`src/rtl/fpu_mult_ctrl_pkg.sv`:
```
// Shared definitions for the FP multiplier request controller:
// FSM state encoding, watchdog limit, timeout result word, requester count
// and the significand-extraction helper used for the product.
package fpu_mult_ctrl_pkg;

   typedef enum logic [1:0] {
      IDLE  = 2'd0,
      ISSUE = 2'd1,
      NORM  = 2'd2,
      RESP  = 2'd3
   } state_t;

   localparam int NREQ         = 2;
   localparam int NORM_TIMEOUT = 48;

   // Watchdog counter width and the count value seen on the last allowed
   // busy cycle (the counter starts at zero on the first NORM cycle).
   localparam int          WD_W    = 6;
   localparam logic [5:0]  WD_LAST = 6'(NORM_TIMEOUT - 1);

   // Quiet NaN 0x7FC00000 with guard/round/sticky cleared.
   localparam logic [34:0] QNAN_OUT = 35'h3FE000000;

   // 24-bit significand: hidden bit set only for normal numbers
   // (a zero exponent field means zero or subnormal).
   function automatic logic [23:0] sig_with_hidden(input logic [31:0] op);
      return {|op[30:23], op[22:0]};
   endfunction

endpackage

```
`src/rtl/fpu_mult_arb2.sv`:
```
// Two-way request arbiter with a priority pointer.
// Build option: FPU_MULT_CTRL_RR_EN selects round-robin; otherwise
// requester 0 always has highest priority and the pointer stays at 0.
module fpu_mult_arb2
   import fpu_mult_ctrl_pkg::*;
(
   input  logic            clk,
   input  logic            rst,
   input  logic [NREQ-1:0] req_valid,
   input  logic            accept,
   output logic [NREQ-1:0] grant
);

   logic ptr_r;

   // Onehot grant: the requester named by the pointer wins a tie.
   always_comb begin
      grant = 2'b00;
      if (ptr_r == 1'b0) begin
         grant[0] = req_valid[0];
         grant[1] = req_valid[1] & ~req_valid[0];
      end else begin
         grant[1] = req_valid[1];
         grant[0] = req_valid[0] & ~req_valid[1];
      end
   end

   // Priority pointer: after an accept it points away from the winner.
   always_ff @(posedge clk) begin
      if (rst) begin
         ptr_r <= 1'b0;
      end else if (accept) begin
`ifdef FPU_MULT_CTRL_RR_EN
         ptr_r <= ~grant[1];
`else
         ptr_r <= 1'b0;
`endif
      end
   end

endmodule

```
`src/rtl/fpu_mult_ctrl.sv`:
```
// Request/response controller wrapped around a single-precision multiplier
// datapath. Two requesters share the datapath; one operation is in flight
// at a time: accept -> issue strobe -> wait for normalisation -> response.
// A watchdog substitutes a quiet NaN (with resp_err) if the datapath stays
// busy too long.
// Build option: FPU_MULT_CTRL_RR_EN (round-robin arbitration in fpu_mult_arb2).
module fpu_mult_ctrl
   import fpu_mult_ctrl_pkg::*;
(
   input  logic        clk,
   input  logic        rst,
   input  logic [1:0]  req_valid,
   input  logic [63:0] req_opa,
   input  logic [63:0] req_opb,
   output logic [1:0]  req_ready,
   output logic [31:0] fm_opa,
   output logic [31:0] fm_opb,
   output logic [47:0] fm_mult_result,
   output logic        fm_new_input,
   input  logic        fm_busy,
   input  logic [34:0] fm_out,
   output logic        resp_valid,
   input  logic        resp_ready,
   output logic        resp_id,
   output logic [34:0] resp_data,
   output logic        resp_err
);

   state_t           state_r;
   state_t           state_s;
   logic [1:0]       grant_s;
   logic             accept_s;
   logic             acc_id_s;
   logic [31:0]      acc_opa_s;
   logic [31:0]      acc_opb_s;
   logic             capture_s;
   logic             timeout_s;
   logic [31:0]      hold_opa_r;
   logic [31:0]      hold_opb_r;
   logic             hold_id_r;
   logic [WD_W-1:0]  wd_cnt_r;
   logic [34:0]      resp_data_r;
   logic             resp_err_r;
   logic             resp_id_r;
   logic             resp_valid_r;

   fpu_mult_arb2 u_arb (
      .clk       (clk),
      .rst       (rst),
      .req_valid (req_valid),
      .accept    (accept_s),
      .grant     (grant_s)
   );

   // Grants are offered only in IDLE and never while reset is held, so a
   // request dropped before being granted leaves no trace.
   always_comb begin
      if ((state_r == IDLE) && !rst) begin
         req_ready = grant_s;
      end else begin
         req_ready = 2'b00;
      end
   end

   assign accept_s = |(req_valid & req_ready);
   assign acc_id_s = req_ready[1];

   // Operand select for the accepted requester.
   always_comb begin
      if (acc_id_s) begin
         acc_opa_s = req_opa[63:32];
         acc_opb_s = req_opb[63:32];
      end else begin
         acc_opa_s = req_opa[31:0];
         acc_opb_s = req_opb[31:0];
      end
   end

   // FSM state register.
   always_ff @(posedge clk) begin
      if (rst) begin
         state_r <= IDLE;
      end else begin
         state_r <= state_s;
      end
   end

   // FSM next-state and capture/timeout decode.
   always_comb begin
      state_s   = state_r;
      capture_s = 1'b0;
      timeout_s = 1'b0;
      case (state_r)
         IDLE: begin
            if (accept_s) begin
               state_s = ISSUE;
            end else begin
               state_s = IDLE;
            end
         end
         ISSUE: begin
            state_s = NORM;
         end
         NORM: begin
            if (!fm_busy) begin
               capture_s = 1'b1;
               state_s   = RESP;
            end else if (wd_cnt_r == WD_LAST) begin
               timeout_s = 1'b1;
               state_s   = RESP;
            end else begin
               state_s   = NORM;
            end
         end
         RESP: begin
            if (resp_ready) begin
               state_s = IDLE;
            end else begin
               state_s = RESP;
            end
         end
         default: begin
            state_s = IDLE;
         end
      endcase
   end

   // Holding registers, watchdog and response registers.
   always_ff @(posedge clk) begin
      if (rst) begin
         hold_opa_r   <= 32'd0;
         hold_opb_r   <= 32'd0;
         hold_id_r    <= 1'b0;
         wd_cnt_r     <= 6'd0;
         resp_data_r  <= 35'd0;
         resp_err_r   <= 1'b0;
         resp_id_r    <= 1'b0;
         resp_valid_r <= 1'b0;
      end else begin
         if (accept_s) begin
            hold_opa_r <= acc_opa_s;
            hold_opb_r <= acc_opb_s;
            hold_id_r  <= acc_id_s;
         end
         // Counts NORM cycles; the FSM leaves NORM as soon as busy drops,
         // so every counted cycle is a consecutive busy cycle.
         if (state_r == NORM) begin
            wd_cnt_r <= wd_cnt_r + 6'd1;
         end else begin
            wd_cnt_r <= 6'd0;
         end
         if (capture_s) begin
            resp_data_r <= fm_out;
            resp_err_r  <= 1'b0;
            resp_id_r   <= hold_id_r;
         end else if (timeout_s) begin
            resp_data_r <= QNAN_OUT;
            resp_err_r  <= 1'b1;
            resp_id_r   <= hold_id_r;
         end
         resp_valid_r <= (state_s == RESP);
      end
   end

   assign fm_opa         = hold_opa_r;
   assign fm_opb         = hold_opb_r;
   assign fm_new_input   = (state_r == ISSUE);
   assign fm_mult_result = {24'd0, sig_with_hidden(hold_opa_r)} *
                           {24'd0, sig_with_hidden(hold_opb_r)};
   assign resp_valid     = resp_valid_r;
   assign resp_data      = resp_data_r;
   assign resp_id        = resp_id_r;
   assign resp_err       = resp_err_r;

endmodule

```
`config.mk`:
```
export PLATFORM = sky130hd
export DESIGN_NAME = fpu_mult_ctrl
export DESIGN_NICKNAME = d
export VERILOG_FILES = /design/src/rtl/fpu_mult_ctrl_pkg.sv /design/src/rtl/fpu_mult_arb2.sv /design/src/rtl/fpu_mult_ctrl.sv
export SDC_FILE = /design/constraint.sdc
export NUM_CORES = 2
export LEC_CHECK = 0
export CORE_MARGIN = 3
export CORE_UTILIZATION = 58
export CTS_CLUSTER_SIZE = 40
export DETAILED_ROUTE_END_ITERATION = 16
export HOLD_SLACK_MARGIN = 0.15
export PLACE_DENSITY = 0.95
export SYNTH_ARGS = -nofsm -noshare
export SYNTH_HDL_FRONTEND = slang
export SYNTH_HIERARCHICAL = 1
export SYNTH_SLANG_ARGS = --single-unit
export TNS_END_PERCENT = 1
```
`constraint.sdc`:
```
create_clock -name clk -period 10.8 [get_ports clk]
set_input_delay 2.16 -clock clk [delete_from_list [all_inputs] [get_ports clk]]
set_output_delay 2.16 -clock clk [all_outputs]
set_load 0.005 [all_outputs]
```
* Word-level counts from Yosys, hierarchy flattened
Index checks and enable logic that the tools add are counted.
W data, S select, Z words.
** Storage, ports and cells
- Memory bits (read-only) :: 0
- Register bits :: 111
- Bits in writable memories :: 0
- Memories kept :: 0
- Latch bits :: 0
- Input bits :: 169
** Cells by class
- Shift operators :: 0
- Bitwise gates (word level) :: 4
- $lt $le $gt $ge :: 0
- Equal/unequal tests :: 5
- Muxes and demuxes :: 17
- Div/mod/pow operators :: 0
- $mul :: 1
- $add $sub $neg :: 1
- Reductions and logical operators :: 9
** Operator list (number)
- $mux W35 :: 2
- $mux W32 :: 2
- $mul A24 B24 Y48 :: 1
- $reduce_or A8 Y1 :: 2
- $mux W1 :: 10
- $pmux W2 S4 :: 1
- $add A6 B1 Y6 const B :: 1
- $eq A2 B2 Y1 const B :: 3
- $eq A6 B6 Y1 const B :: 1
- $reduce_or A2 Y1 :: 3
- $mux W2 :: 2
- $and A2 B2 Y2 :: 1
- $eq A2 B1 Y1 const B :: 1
- $logic_not A2 Y1 :: 1
- $not A1 Y1 :: 2
- $reduce_bool A2 Y1 :: 1
- $and A1 B1 Y1 :: 1
- $logic_and A1 B1 Y1 :: 1
- $logic_not A1 Y1 :: 1

* Logic depth before layout (Yosys ltp)
- Word-level depth :: 8
- Mapped depth :: 26
- Mapped depth without buffers :: 23

* By module
Netlist, hierarchy kept.
** By module, submodules not included
- fpu_mult_ctrl :: area an instance 23550.1 µm², sequential area each 2222.1 µm², cells an instance 2700, instances 1
- fpu_mult_arb2 :: area an instance 21.3 µm², sequential area each 0.0 µm², cells an instance 2, instances 1

* Least setup slack after synthesis
Ideal clock, no wire load.
- Path kind :: reg-to-output
- From :: register hold_opa_r[23] (netlist: fm_opa[23])
- To :: output port fm_mult_result[39]
- Path slack :: 2.340 ns
- Stages on the path, launching flop included :: 25
- Path buffers :: 2
- Arrival :: 6.300 ns
- Required time :: 8.640 ns
- Cells stage by stage :: dfxtp_1 -> nor4_1 -> nand2_1 -> clkbuf_1 -> and2_1 -> fa_1 -> fa_1 -> fa_1 -> inv_1 -> fa_1 -> inv_1 -> fa_1 -> inv_1 -> fa_1 -> inv_1 -> fa_1 -> ha_1 -> clkbuf_1 -> a21o_1 -> a21o_1 -> a21oi_1 -> o221ai_1 -> a31oi_1 -> o21ai_0 -> xor2_1
** Between the ends
- Longest elaborated chain between the ends :: 2
** Ends and longest elaborated chain
- start, declared :: RTL line fpu_mult_ctrl.sv:38 : logic [31:0] hold_opa_r;
- start signal, assigned :: RTL line fpu_mult_ctrl.sv:141 : hold_opa_r <= acc_opa_s;
- $reduce_or A8 Y1 :: RTL line fpu_mult_ctrl_pkg.sv:27 : return {|op[30:23], op[22:0]};
- $mul A24 B24 Y48 :: RTL line fpu_mult_ctrl.sv:168 : assign fm_mult_result = {24'd0, sig_with_hidden(hold_opa_r)} *
- end, declared :: RTL line fpu_mult_ctrl.sv:18 : output logic [47:0] fm_mult_result,
No other way between the ends.

* Worst setup path in the final report
- From :: register hold_opa_r[8] (netlist: fm_opa[8])
- To :: output port fm_mult_result[47]
** Between the ends
- Longest elaborated chain between the ends :: 1
** Ends and longest elaborated chain (RTL line)
- $mul A24 B24 Y48 :: fpu_mult_ctrl.sv:168
No other way between the ends.

==> results.md <==
- Mean Syn Cell Area: roughly 8.7 sq um
- Pre-Repair DR Iteration Count: 6
- RSZ-0062 raised after global routing: no
- Vias: roughly 20000
- Fin crit period: approximately 11 ns
- Port Buffers: roughly 320
- Skew final: ~0.011 ns
- Async S/R FF share, synth: 0%
- Total negative setup slack: 0 ns
- #FFs+latches synth: 111
- GRT Residual Overflow: 0
- P_int: 1.153 mW
- Max VDD drop: about 0.00011 V
- Vias in the first global route: about 23000
- H-tree Lvls: 3
- Final WL: 74.79 mm
- Clock buffer depth: 2
- Commonest non-fill, non-tap cell in the layout: inv_1
- Worst-Skew Late Latency: roughly 0.37 ns
- Die W: roughly 210 microns
- Gpl congestion: ~1.1
- Slew @ Worst Pin: about 1.3 ns
- Pwr Density: roughly 77 nW/um^2
- Design Power: ~2.1 mW
- DR iter-0 viols: ~1700
- Final ANT Viol Nets: 0
- Placed cell count: 3422
- CP peak stage delay: 1.00 ns
- Clk pwr share: 16.2%
- Seq pwr share: around 25%
- Via density: approximately 6
- # rows: 73
- Die ar.: about 43000 sq um
- Synthesized cell area: 23570 sq um
- Switch share: around 45%
- CTS tree: built
- Synth cell types: 65
- Max-cap viol count: 0
- Core Region: between 30000 and 40000 sq um
- Top_reg_cell synth: dfxtp_1
- Max Transition Viols Final: 0
- Height of the die: 207.6 microns
- Post-detail-place hpwl: around 60 mm
- CP required: 8.64 ns
- Number of cells produced by synthesis: 2702
- Share of layout cells above drive strength 1: 3.124%
- Worst EP arrival: 8.46 ns
- Largest net degree at the start of global routing: a little under 80
- # fillers: about 2800
- CTS clock-pin slew for the worst setup and hold paths: approximately 0.090 ns
- Initial antenna violation count: 1
- Rel. slew slack: 9.726%
- Final Cycle Share: 98.36%
- Root Buffer: clkbuf_16
- Logic pwr share: 58.5%
- Final hold vios: 0
- CP max FO: 16
- Status: finished, final reports clean
- CP top delay family: adder cells
- Min-Delay Path Class: reg -> reg
- Final Util: 68.73%
- First-pass GRT wire length: 119.8 mm
- Sw power: 0.9463 mW
- Post-synth EDFFs: 0
- Nature of the critical path endpoint: primary output
- Critical path class: reg -> out
- GRT Total Usage: a little over a third
- CP max stage cell: dfxtp_1
- # DRC: 0
- YS warnings: 6
- Static leakage: 12.40 nW
- Worst setup SP type: flip-flop
- CP bufs+invs: 5
- WL/cell: between 20 and 25 microns
- Syn Nets: ~3500
- Commonest cells after routing, fill and taps aside: inv_1, fa_1, nand2_1
- Maximum clock rate: about 94 MHz
- CP cell instances: buf_4 -> nand2_1 -> fa_1 -> inv_1 -> fa_1 -> fa_1 -> fa_1 -> inv_1 -> fa_1 -> fa_1 -> inv_1 -> fa_1 -> ha_1 -> a21oi_1 -> o211ai_1 -> a21boi_0 -> o221ai_1 -> a31oi_1 -> o31ai_1 -> xnor2_1 -> clkdlybuf4s50_1
- Area grow syn2layout: 16.39%
- CP most frequent cell: fa_1
- Initial core utilization: between 50% and 60%
- Clk sinks: approximately 110
- Sequential area share after synthesis: 9.427%
- Area taken by multi-input logic gates: between 15000 and 20000 sq um
- Total CTS buffers: 9
- Nets: around 3700
- IO Pins: roughly 320
- FF/Latch Area: between 2000 and 2500 sq um
- Finished Layout Cells: roughly 3400
- Setup Viol. Count Final: 0
- Fin Hold WS: approximately 0.44 ns
==> power groups by stage <==
stage	sequential [mW]	combinational, mW	clock [mW]
after CTS	0.524	1.22	0.339
after detailed placement	0.533	1.21	0
after global placement	0.529	1.16	0
final	0.531	1.23	0.340
after global routing	0.533	1.35	0.355
after floorplan	0.468	0.724	0
==> repair_timing <==
action,4_1_cts,5_1_grt
setup endpoints to repair,0,5
setup buffers,0,0
gates resized for setup,0,8
hold buffers,0,0
==> layout make-up <==
cell class / count / share of cell area [%]
clock buffer: 10 / 0.8346
multi-input combinational: 1894 / 68.22
timing repair buffer: 367 / 12.96
antenna: 1 / 0.009122
sequential: 111 / 8.136
tap: 525 / 2.394
clock inverter: 6 / 0.2645
inverter: 525 / 7.183
==> cells by family (layout without fill, tap and decap cells) <==
kind of cell | Yosys count | count (layout) | synth area share (%)
muxes | 65 | 65 | 2.760
other | 0 | 1 | 0
and+or+nand+nor | 858 | 858 | 16.99
AOI/OAI and AO/OA | 267 | 267 | 7.596
DFF | 111 | 111 | 9.427
adders and majority gates | 657 | 657 | 50.23
xor gates and xnor gates | 47 | 47 | 1.746
buffers and inverters | 697 | 908 | 11.26
==> registers in the layout (all words and copies together), names as in the netlist <==
signal and count:
fm_opa 32, fm_opb 32, hold_id_r 1, resp_data 35
resp_err 1, resp_id 1, resp_valid 1, state_r 2
wd_cnt_r 6
==> Yosys cell counts, types with 11 or more instances <==
library cell    n  area share, %
a31oi_1        12           0.32
o21ai_0        32           0.68
and2_1        232            6.2
nand3_1        34           0.72
a211oi_1       64            2.0
xor2_1         15           0.56
inv_1         525            8.4
a21o_1         23           0.73
clkbuf_1      145            2.3
a21oi_1        76            1.6
nor2_1        108            1.7
nor3_1         26           0.55
fa_1          482             41
buf_2          16           0.34
nand2_1       414            6.6
xnor2_1        32            1.2
mux2i_1        65            2.8
o21bai_1       11           0.35
nand4_1        12           0.32
dfxtp_1       111            9.4
ha_1          175            9.3
==> metal layers <==
metal  part of all wire (%)  GRT usage [%]
met4                    9.1          26.17
met3                    9.1          6.967
met5                      0              0
met2                     49          59.63
met1                     33          39.69
==> path summary, 6_finish.rpt <==
check	slack, ns	from	cells past startpoint	end
max	0.18	fm_opa[8]	21	fm_mult_result[47]
min	0.44	wd_cnt_r[0]	1	wd_cnt_r[0]
max reg2reg	7.62	state_r[1]	6	fm_opa[6]
min reg2reg	0.44	wd_cnt_r[0]	1	wd_cnt_r[0]
==> through the flow <==
stage          worst slack (ns)  area [sq um]
5_1_grt                 0.01083         27430
3_5_place_dp             0.7511         27120
2_1_floorplan             2.340         23570
4_1_cts                  0.3499         27420
6_report                 0.1775         27430
3_3_place_gp             0.8985         27120
Note: power is estimated with default switching activity, not from simulation.
